`config.mk`:
```
export PLATFORM = sky130hd
export DESIGN_NAME = trap_ctrl
export DESIGN_NICKNAME = d
export VERILOG_FILES = /design/src/rtl/trap_ctrl.sv
export SDC_FILE = /design/constraint.sdc
export NUM_CORES = 1
export LEC_CHECK = 0
export BUFFER_PORTS_ARGS = -buffer_cell sky130_fd_sc_hd__buf_4
export CAP_MARGIN = 10
export CORE_ASPECT_RATIO = 0.7
export CORE_MARGIN = 2
export CORE_UTILIZATION = 49
export DETAILED_ROUTE_END_ITERATION = 16
export HOLD_SLACK_MARGIN = 0.02
export PLACE_DENSITY = 0.91
export SETUP_SLACK_MARGIN = 0.05
export SYNTH_ARGS = -nofsm -noshare
export SYNTH_HDL_FRONTEND = slang
export SYNTH_SLANG_ARGS = --single-unit
```
`constraint.sdc`:
```
create_clock -name clk -period 3.9 [get_ports clk]
set_input_delay 0.78 -clock clk [delete_from_list [all_inputs] [get_ports clk]]
set_output_delay 0.78 -clock clk [all_outputs]
set_load 0.03 [all_outputs]
```
`src/rtl/trap_ctrl.sv`:
```
// trap_ctrl: sequences ecall/mret into a stall, a one-cycle PC redirect and a flush drain; owns mepc and the trap counter
module trap_ctrl #(
  parameter int          FLUSH_CYCLES = 3,
  parameter logic [31:0] RESET_MEPC   = 32'h0000_0000,
  parameter logic [2:0]  CSR_E        = 3'h4
) (
  input  logic        clk,
  input  logic        reset,
  input  logic        i_valid,
  input  logic [31:0] i_pc,
  input  logic [2:0]  i_csr_cmd,
  input  logic        i_is_mret,
  input  logic [31:0] trap_vector,
  output logic        stall,
  output logic        flush,
  output logic        redirect_valid,
  output logic [31:0] redirect_pc,
  output logic [31:0] mepc,
  output logic [15:0] trap_count
);
  typedef enum logic [1:0] {IDLE, WAIT_CSR, REDIRECT, DRAIN} state_t;
  state_t      r_state;
  logic        r_src_mepc;
  logic [3:0]  r_cnt;
  logic        r_stall;
  logic        r_flush;
  logic        r_redir;
  logic [31:0] r_mepc;
  logic [15:0] r_count;
  logic        w_ecall;
  logic        w_mret;
  assign w_ecall = i_valid && (i_csr_cmd == CSR_E);
  assign w_mret  = i_valid && i_is_mret;
  // Trap FSM; stall/flush/redirect_valid are registered alongside the next state so inputs never reach them combinationally
  always_ff @(posedge clk or posedge reset) begin
    if (reset) begin
      r_state    <= IDLE;
      r_src_mepc <= 1'b0;
      r_cnt      <= 4'd0;
      r_stall    <= 1'b0;
      r_flush    <= 1'b0;
      r_redir    <= 1'b0;
      r_mepc     <= RESET_MEPC;
      r_count    <= 16'h0000;
    end else begin
      case (r_state)
        IDLE: begin
          if (w_ecall) begin
            r_mepc     <= i_pc;
            r_count    <= r_count + 16'd1;
            r_src_mepc <= 1'b0;
            r_state    <= WAIT_CSR;
            r_stall    <= 1'b1;
            r_flush    <= 1'b1;
          end else if (w_mret) begin
            r_src_mepc <= 1'b1;
            r_state    <= REDIRECT;
            r_stall    <= 1'b1;
            r_flush    <= 1'b1;
            r_redir    <= 1'b1;
          end
        end
        WAIT_CSR: begin
          r_state <= REDIRECT;
          r_redir <= 1'b1;
        end
        REDIRECT: begin
          r_cnt   <= 4'(FLUSH_CYCLES);
          r_state <= DRAIN;
          r_stall <= 1'b0;
          r_redir <= 1'b0;
        end
        DRAIN: begin
          r_cnt <= r_cnt - 4'd1;
          if (r_cnt == 4'd1) begin
            r_state <= IDLE;
            r_flush <= 1'b0;
          end
        end
      endcase
    end
  end
  assign stall          = r_stall;
  assign flush          = r_flush;
  assign redirect_valid = r_redir;
  assign redirect_pc    = r_redir ? ((r_src_mepc ? r_mepc : trap_vector) & 32'hFFFF_FFFC) : 32'h0;
  assign mepc           = r_mepc;
  assign trap_count     = r_count;
endmodule

```
## Yosys cells after proc, flatten, opt, wreduce, memory -nomap -nowiden

Index checks and enable logic that the tools add are counted.

| word-level totals | value |
|---|---|
| latch bits | 0 |
| ROM bits | 0 |
| flip-flop bits (word level) | 58 |
| RAM bits | 0 |
| memories kept | 0 |
| logic and storage cells | 48 |

| cells by class | value |
|---|---|
| muxes and demuxes | 15 |
| bitwise operators | 0 |
| div/mod/pow operators | 0 |
| equal/unequal tests | 9 |
| order comparisons | 0 |
| reduce and logical (&&, ||, !) cells | 14 |
| multiply operators | 0 |
| shifts and indexed selects | 0 |
| add/sub/neg operators | 2 |

Operators by type and width:

| cell | number |
|---|---|
| two-way mux 32 bit | 2 |
| adder 16 x 1 -> 16 bit, second input constant | 1 |
| case mux 2 bit (4 select lines) | 1 |
| case mux 4 bit (2 select lines) | 1 |
| AND reduction 2 bit | 4 |
| nonzero test 2 bit | 4 |
| two-way mux 2 bit | 3 |
| != test 2 bit, second input constant | 3 |
| AND reduction 3 bit | 2 |
| two-way mux 1 bit | 5 |
| equality test 2 bit, second input constant | 2 |
| equality test 4 x 1 -> 1 bit, second input constant | 1 |
| case mux 1 bit (2 select lines) | 2 |
| subtractor 4 x 1 -> 4 bit, second input constant | 1 |
| equality test 3 bit, second input constant | 1 |
| != test 3 bit, second input constant | 1 |
| case mux 1 bit (3 select lines) | 1 |
| nonzero test 3 bit | 1 |
| equality test 2 x 1 -> 1 bit, second input constant | 1 |
| logical AND 1 bit | 2 |
| logical NOT 2 bit | 1 |

## Longest topological paths before layout

Gate-level depths: netlist of the first run.

| logic depth | value |
|---|---|
| depth after elaboration | 4 |
| gate-level depth with buffers | 8 |

## Worst setup path after synthesis of the first run

No wires, ideal clock.

| timing path | value |
|---|---|
| kind | register to output |
| start | register r_redir (netlist: redirect_valid) |
| end | output redirect_pc[10] |
| stages on the path, launching flop included | 4 |
| setup slack | 1.870 ns |
| data required time | 3.120 ns |
| arrival time | 1.250 ns |
| path buffers | 1 |
| path through | dfrtp_1 inv_1 clkbuf_1 nor2_1 |

| on the way | value |
|---|---|
| longest elaborated chain between the ends | 1 |

RTL lines:

| element | RTL line | source |
|---|---|---|
| start, declared | 27 | `logic r_redir;` |
| start signal, assigned | 42 | `r_redir <= 1'b0;` |
| start signal, assigned | 60 | `r_redir <= 1'b1;` |
| start signal, assigned | 65 | `r_redir <= 1'b1;` |
| two-way mux 32 bit | 86 | `assign redirect_pc = r_redir ? ((r_src_mepc ? r_mepc : trap_vector) & 32'hFFFF_FFFC) : 32'h0;` |
| end, declared | 17 | `output logic [31:0] redirect_pc,` |

Every way passes these cells.

## Final worst setup path of the first run

| timing path | value |
|---|---|
| start | register r_src_mepc |
| end | output redirect_pc[8] |

| on the way | value |
|---|---|
| longest elaborated chain between the ends | 2 |

RTL lines:

| element | RTL line | source |
|---|---|---|
| start, declared | 23 | `logic r_src_mepc;` |
| start signal, assigned | 38 | `r_src_mepc <= 1'b0;` |
| start signal, assigned | 51 | `r_src_mepc <= 1'b0;` |
| start signal, assigned | 56 | `r_src_mepc <= 1'b1;` |
| two-way mux 32 bit (2 in a row) | 86 |  |

Every way passes these cells.

==> metrics.txt, run 1 <==
Placer Congestion 0.7857; Hold Crit Class reg -> reg; CP Data Required Time 3.12 ns; average size of a mapped cell 11.39 sq um; area leader, netlist dfrtp_1; main combinational cell family by area after synthesis multiplexers; total power 3524 uW; Yosys Warn Count 0; count leader, synth dfrtp_1; Post-CTS Setup Repair Bufs 0; GRT Total Usage 0.2413; final period utilization 0.6895; Int Power 1966 uW; # DRC 0; die width 96.73 microns; DRT iter0 DRCs 49; Psw 1559 uW; clock-pin slew on the worst setup and hold paths 0.07 ns; Hold Crit Depth 1; crit-path cells mux2i_1 > nor2_1 > buf_4; TNS Setup 0 ns; Critical Path Stages 3; Critical Path AT 1.91 ns; post-synthesis mux area share 0.2312; CP Class reg -> out; #FFs+latches synth 58; Mapped Area 2949 sq um; die area 6665 sq um; WL per Instance 15.99 microns; Startpoint Class register; DRT Pass-1 Iters 4; Clock Power Share 0.200; largest stage delay on the critical path 0.96 ns; synth top area cells dfrtp_1, mux2_1, mux2i_1; Net Sw Frac 0.4423; Post-synth EDFFs 0; VDD IR max 551.8 uV; Syn Inst Count 259; first-pass GRT wire length 12510 microns; htree depth 3; maximum clock rate 371.9 MHz; status finished, final reports clean; core area 5756 sq um; Worst Path Buf+Inv 1; clk root buf clkbuf_8; CTS Buffer Depth 2; hold buffers post-CTS 0; layout cells sized above 1 0.4209; total leakage power 0.002413 uW; RSZ-0062 raised after global routing no; Via density 5.183; final setup vio count 0; Synth Area in Adders 0.02546; num rows 23; Comb power frac 0.515; I/O pin count 154; Seq pwr share 0.285; top cell type's share of synthesized area 0.4922; Slew Viols, Final 0; Final Hold Viols 0; GRT overflow 0; Least-Margin Pin Slew 0.9326 ns; number of global-route vias before repair 2638; initial antenna violation count 0; TritonCTS Sinks 58; Cell variety after synth 34; Clock Latency Late Sink 0.34 ns; CP delay by family, top flip-flops; CTS tree built; Initial Util 0.5124; MaxCap Viol Count 0; nets@finish 483; Worst Clk Skew 0.005614 ns; Seq/Total Area, Yosys 0.4922; relative slew slack 0.3776; largest net degree at the start of global routing 39; TritonCTS Buffers 9; Port Buffer Count 149; DP HPWL 5720 microns; endpoint class of the critical path output pin; Synth top cells by count dfrtp_1, nor2_1, mux2_1, mux2i_1, nand2_1; cells on worst reg2reg path 4; pwr/cell area 810.8 nW/um^2; simple-gate share of the synthesized area 0.1319; synth-to-layout area growth 47.39%; Die H 68.91 microns; Detail Route Antenna Nets 0; Critical Path Fanout Max 31; post-layout min period 2.689 ns; CP max-delay cell dfrtp_2; Top FF cell, synth dfrtp_1; Detailed Route WL 7773 microns; ANT cells 0; async set-reset flop share out of synthesis 1.000; Compound-Gate Fraction of Synth Area 0.03437; DR vias 2519; Synth Area in XOR/XNOR 0.04455; post-cts resize count 0
## placed cells by master (no fill, tap or decap), types with 5 or more instances in the layout
| cell type | n |
|---|---|
| mux2i_1 | 31 |
| ha_1 | 6 |
| nor2_1 | 34 |
| xnor2_1 | 8 |
| inv_1 | 8 |
| mux2_1 | 33 |
| clkbuf_8 | 11 |
| a21oi_1 | 6 |
| buf_4 | 150 |
| dfrtp_1 | 57 |
| nand2_1 | 10 |
| xor2_1 | 7 |
| o21ai_0 | 5 |
| nand3_1 | 6 |
## final timing paths
kind                                            startpoint                    endpoint  slack (ns)
worst max-delay path                r_src_mepc$_DFFE_PP0P_              redirect_pc[8]        1.21
worst min-delay path            trap_count[15]$_DFFE_PP0P_  trap_count[15]$_DFFE_PP0P_        0.49
worst max register to register      r_state[1]$_DFFE_PP0P_        mepc[13]$_DFFE_PP0P_        1.65
worst min register to register  trap_count[15]$_DFFE_PP0P_  trap_count[15]$_DFFE_PP0P_        0.49
max in group asynchronous                            reset        mepc[31]$_DFFE_PP0P_        2.57
min in group asynchronous                            reset   trap_count[6]$_DFFE_PP0P_        0.51
## worst register-to-register path, cell delays in order (launching register included)
cell and delay [ns]:
dfrtp_1 0.41, inv_1 0.09, ha_1 0.36, and3_2 0.84
mux2_1 0.42
## layout make-up
| cell class | count | area (sq um) |
|---|---|---|
| sequential | 58 | 1453 |
| fill | 405 | 1409 |
| multi-input combinational | 178 | 1388 |
| timing repair buffer | 150 | 1126 |
| clock buffer | 12 | 155.1 |
| clock inverter | 4 | 97.59 |
| tap | 75 | 93.84 |
| inverter | 9 | 33.78 |
## power groups by stage
stage | registers, uW | clock network (uW) | logic, uW
4_1_cts | 999 | 713 | 1820
3_5_place_dp | 1000 | 0 | 1810
5_1_grt | 1030 | 737 | 1930
6_report | 1000 | 705 | 1820
3_3_place_gp | 993 | 0 | 1770
2_1_floorplan | 1240 | 0 | 882
## through the flow
stage	instances	instance area [sq um]	setup WS, ns	hold WS [ns]	utilization
floorplan	260	2953	1.692	0.4440	-
global placement	470	4094	1.348	0.4632	0.7113
detailed placement	470	4094	1.308	0.4895	0.7113
CTS	486	4347	1.198	0.5004	0.7552
global route	486	4347	1.103	0.5086	0.7552
finish	486	4347	1.211	0.4892	0.7552
## registers in the layout, summed over array words and instances (netlist names)
signal / cells
stall: 1
r_src_mepc: 1
trap_count: 16
r_state: 2
redirect_valid: 1
flush: 1
mepc: 32
r_cnt: 4
## layer usage
metal | wire length [microns] | share of wire | track usage | vias up
li1 | - | - | - | 1176
met1 | 3223 | 0.41 | 0.2742 | 1235
met2 | 4011 | 0.52 | 0.4540 | 95
met3 | 428 | 0.055 | 0.07056 | 13
met4 | 110 | 0.014 | 0.07394 | 0
met5 | 0 | 0 | 0 | -
## cells by family (layout without fill, tap and decap cells)
| logic type | count (synthesis) | count (layout) |
|---|---|---|
| AOI/OAI and AO/OA | 18 | 18 |
| xor gates and xnor gates | 15 | 15 |
| adders and majority gates | 6 | 6 |
| buffers and inverters | 24 | 175 |
| DFF | 58 | 58 |
| muxes | 64 | 64 |
| other | 1 | 2 |
| and+or+nand+nor | 73 | 73 |
No activity file was read; power rests on OpenSTA's default activity.
==> run 2, diff against run 1 <==
--- a/config.mk
+++ b/config.mk
@@ -5,14 +5,15 @@
 export SDC_FILE = /design/constraint.sdc
 export NUM_CORES = 1
 export LEC_CHECK = 0
+export ABC_AREA = 1
 export BUFFER_PORTS_ARGS = -buffer_cell sky130_fd_sc_hd__buf_4
 export CAP_MARGIN = 10
 export CORE_ASPECT_RATIO = 0.7
 export CORE_MARGIN = 2
-export CORE_UTILIZATION = 49
+export CORE_UTILIZATION = 41
 export DETAILED_ROUTE_END_ITERATION = 16
 export HOLD_SLACK_MARGIN = 0.02
-export PLACE_DENSITY = 0.91
+export PLACE_DENSITY = 0.81
 export SETUP_SLACK_MARGIN = 0.05
 export SYNTH_ARGS = -nofsm -noshare
 export SYNTH_HDL_FRONTEND = slang
==> constraint.sdc (replaced) <==
create_clock -name clk -period 2.4 [get_ports clk]
set_input_delay 0.48 -clock clk [delete_from_list [all_inputs] [get_ports clk]]
set_output_delay 0.48 -clock clk [all_outputs]
set_load 0.03 [all_outputs]
==> run 2 against run 1 <==
Effect of this change:
- clock power increased by 35%
- final cell count rose by 32%
- sequential share of layout area is 0.47 points lower
- critical path type unchanged
- critical endpoint is now redirect_pc[11]
- largest cell class unchanged
==> metrics.txt, run 2 <==
status finished, final reports clean (unchanged); Crit. Startpoint r_src_mepc$_DFFE_PP0P_ (unchanged); Detail Route Antenna Nets 0 (unchanged); die area 8006 sq um (was 6665 sq um); Yosys Warn Count 0 (unchanged); WL per Instance 12.74 microns (was 15.99 microns); nets@finish 616 (was 483); area leader, netlist dfrtp_1 (unchanged); final period utilization 0.9029; most used cell along the critical path buf_4; htree depth 3 (unchanged); Top FF cell, synth dfrtp_1 (unchanged); TritonCTS Buffers 9 (unchanged); Port Buffer Count 149 (unchanged); Worst Path Buf+Inv 2 (was 1); #FFs+latches synth 58 (unchanged); top cell type's share of synthesized area 0.4852 (was 0.4922); clk root buf clkbuf_8 (unchanged); DRT iter0 DRCs 182 (was 49); Seq pwr share 0.266 (was 0.285); Initial Util 0.4161 (was 0.5124); clock-pin slew on the worst setup and hold paths 0.07 ns (about the same); async set-reset flop share out of synthesis 1.000 (unchanged); post-layout min period 2.167 ns; CP Data Required Time 1.92 ns (was 3.12 ns); Syn Inst Count 391 (was 259); Seq/Total Area, Yosys 0.4852 (was 0.4922); number of global-route vias before repair 2820 (was 2638); hold buffers post-CTS 0 (unchanged); Detailed Route WL 8168 microns (was 7773 microns); Least-Margin Pin Slew 0.7240 ns (was 0.9326 ns); post-layout utilization of the core 0.6126 (was 0.7552); MaxCap Viol Count 0 (unchanged); TNS Setup 0 ns (unchanged); Net Sw Frac 0.4807 (was 0.4423); count leader, synth nand2_1 (was dfrtp_1); Clock Latency Late Sink 0.33 ns (was 0.34 ns); first-pass GRT wire length 13130 microns (was 12510 microns); Slew Viols, Final 0 (unchanged); layout cells sized above 1 0.3223 (was 0.4209); endpoint class of the critical path output pin (unchanged); core area 7189 sq um (was 5756 sq um); total leakage power 0.002389 uW (was 0.002413 uW); max reg flops 32 (unchanged); VDD IR max 837.2 uV (was 551.8 uV); DP HPWL 5861 microns (was 5720 microns); Comb power frac 0.579 (was 0.515); CTS tree built (unchanged); Post-synth EDFFs 0 (unchanged); CP max-delay cell dfrtp_1 (was dfrtp_2); Worst Clk Skew 0.01020 ns (was 0.005614 ns); GRT Total Usage 0.2088 (was 0.2413); crit-path cells buf_4 > o21ai_0 > a21oi_1 > buf_4 (was mux2i_1 > nor2_1 > buf_4); Hold Crit Class in -> reg (was reg -> reg); Clock Power Share 0.155 (was 0.200); average size of a mapped cell 7.651 sq um (was 11.39 sq um); pwr/cell area 1402 nW/um^2 (was 810.8 nW/um^2); Post-CTS Setup Repair Bufs 0 (unchanged); Startpoint Class register (unchanged); synth-to-layout area growth 47.22% (was 47.39%); commonest non-fill, non-tap cell in the layout buf_4 (unchanged); Die H 75.47 microns (was 68.91 microns); CTS Buffer Depth 2 (unchanged); worst r2r src r_state[0]$_DFFE_PP0P_ (was r_state[1]$_DFFE_PP0P_); post-cts resize count 1 (was 0); min-delay src i_pc[30] (was trap_count[15]$_DFFE_PP0P_); Synth top cells by count nand2_1, dfrtp_1, o21ai_0, nor2_1, inv_1 (was dfrtp_1, nor2_1, mux2_1, mux2i_1, nand2_1); Critical Path AT 1.69 ns (was 1.91 ns); TritonCTS Sinks 58 (unchanged); ANT cells 0 (unchanged); I/O pin count 154 (unchanged); Cell variety after synth 25 (was 34); largest net degree at the start of global routing 59 (was 39); DR vias 3030 (was 2519); Critical Path Fanout Max 24 (was 31); initial antenna violation count 0 (unchanged); worst hold slack 0.3377 ns (was 0.4892 ns); Psw 2969 uW (was 1559 uW); Placer Congestion 0.8513 (was 0.7857); CP Class reg -> out (unchanged); GRT overflow 0 (unchanged); Final Hold Viols 0 (unchanged); maximum clock rate 461.5 MHz; final setup vio count 0 (unchanged); CP delay by family, top flip-flops (unchanged); DRT Pass-1 Iters 4 (unchanged); largest stage delay on the critical path 0.56 ns (was 0.96 ns); # DRC 0 (unchanged); Mapped Area 2992 sq um (was 2949 sq um); relative slew slack 0.5173 (was 0.3776); synth top area cells dfrtp_1, nand2_1, o21ai_0 (was dfrtp_1, mux2_1, mux2i_1); Via density 4.727 (was 5.183); Int Power 3208 uW (was 1966 uW); num rows 26 (was 23); most frequent cells in the layout buf_4, nand2_1, dfrtp_1 (was buf_4, dfrtp_1, nor2_1); die width 106.1 microns (was 96.73 microns); RSZ-0062 raised after global routing no (unchanged)
-- run 2: cell count changes after synthesis, moves of 31 or more --
cell / change
inv_1: +32
mux2_1: -33
mux2i_1: -31
nand2_1: +104
o21ai_0: +50
-- run 2: per-layer routing --
| layer | up-vias | global-route usage | share of wire |
|---|---|---|---|
| met2 | 119 | 0.3735 | 0.48 |
| met5 | - | 0 | 0 |
| met4 | 0 | 0.05409 | 0.0062 |
| met3 | 6 | 0.05817 | 0.070 |
| met1 | 1386 | 0.2564 | 0.45 |
| li1 | 1519 | - | - |
-- run 2: final timing paths --
check                                                   to  slack, ns  cells past startpoint
worst max-delay path                       redirect_pc[11]       0.23                      4
worst min-delay path                  mepc[30]$_DFFE_PP0P_       0.34                      3
worst max register to register  trap_count[10]$_DFFE_PP0P_       0.47                      7
worst min register to register         mepc[0]$_DFFE_PP0P_       0.49                      2
max in group asynchronous             mepc[14]$_DFFE_PP0P_       1.56                      3
min in group asynchronous                stall$_DFFE_PP0P_       0.35                      3
-- run 2: cell type report --
class | count | area, sq um
timing repair buffer | 155 | 1176
sequential | 58 | 1451
tap | 98 | 122.6
inverter | 43 | 162.7
fill | 618 | 2785
clock buffer | 10 | 127.6
clock inverter | 5 | 80.08
multi-input combinational | 272 | 1284
-- run 2: kinds of logic (layout without fill, tap and decap cells) --
| kind of cell | after synthesis | after routing | share of synthesized area |
|---|---|---|---|
| buffers and inverters | 62 | 213 | 0.08699 |
| flip-flops | 58 | 58 | 0.4852 |
| AND/OR/NAND/NOR | 179 | 179 | 0.2434 |
| adder cells (fa/ha/maj) | 6 | 6 | 0.02509 |
| AO/OA/AOI/OAI | 74 | 74 | 0.1259 |
| XOR/XNOR | 11 | 11 | 0.03220 |
| other | 1 | 2 | 0.001254 |
-- run 2: through the flow --
step / worst slack, ns / instance area, sq um / instances / power [uW]
after floorplan: 0.4920 / 2995 / 392 / 3895
after global routing: 0.08066 / 4404 / 641 / 6624
after CTS: 0.2260 / 4404 / 641 / 6236
final: 0.2330 / 4404 / 641 / 6177
after detailed placement: 0.3537 / 4195 / 626 / 5247
after global placement: 0.4327 / 4195 / 626 / 5171
-- run 2: power by group through the flow --
stage / clock (uW) / sequential, uW / combinational [uW]
2_1_floorplan: 0 / 2210 / 1680
3_3_place_gp: 0 / 1640 / 3530
3_5_place_dp: 0 / 1650 / 3600
4_1_cts: 986 / 1640 / 3610
5_1_grt: 1020 / 1700 / 3910
6_report: 955 / 1640 / 3580
-- run 2: worst reg2reg max path: cells and delay by family, from the launching register on --
family	cells	cell delay (ns)
fa+ha+maj	1	0.31
buf+inv	2	0.48
compound gates	1	0.22
flops	1	0.38
simple gates	3	0.43
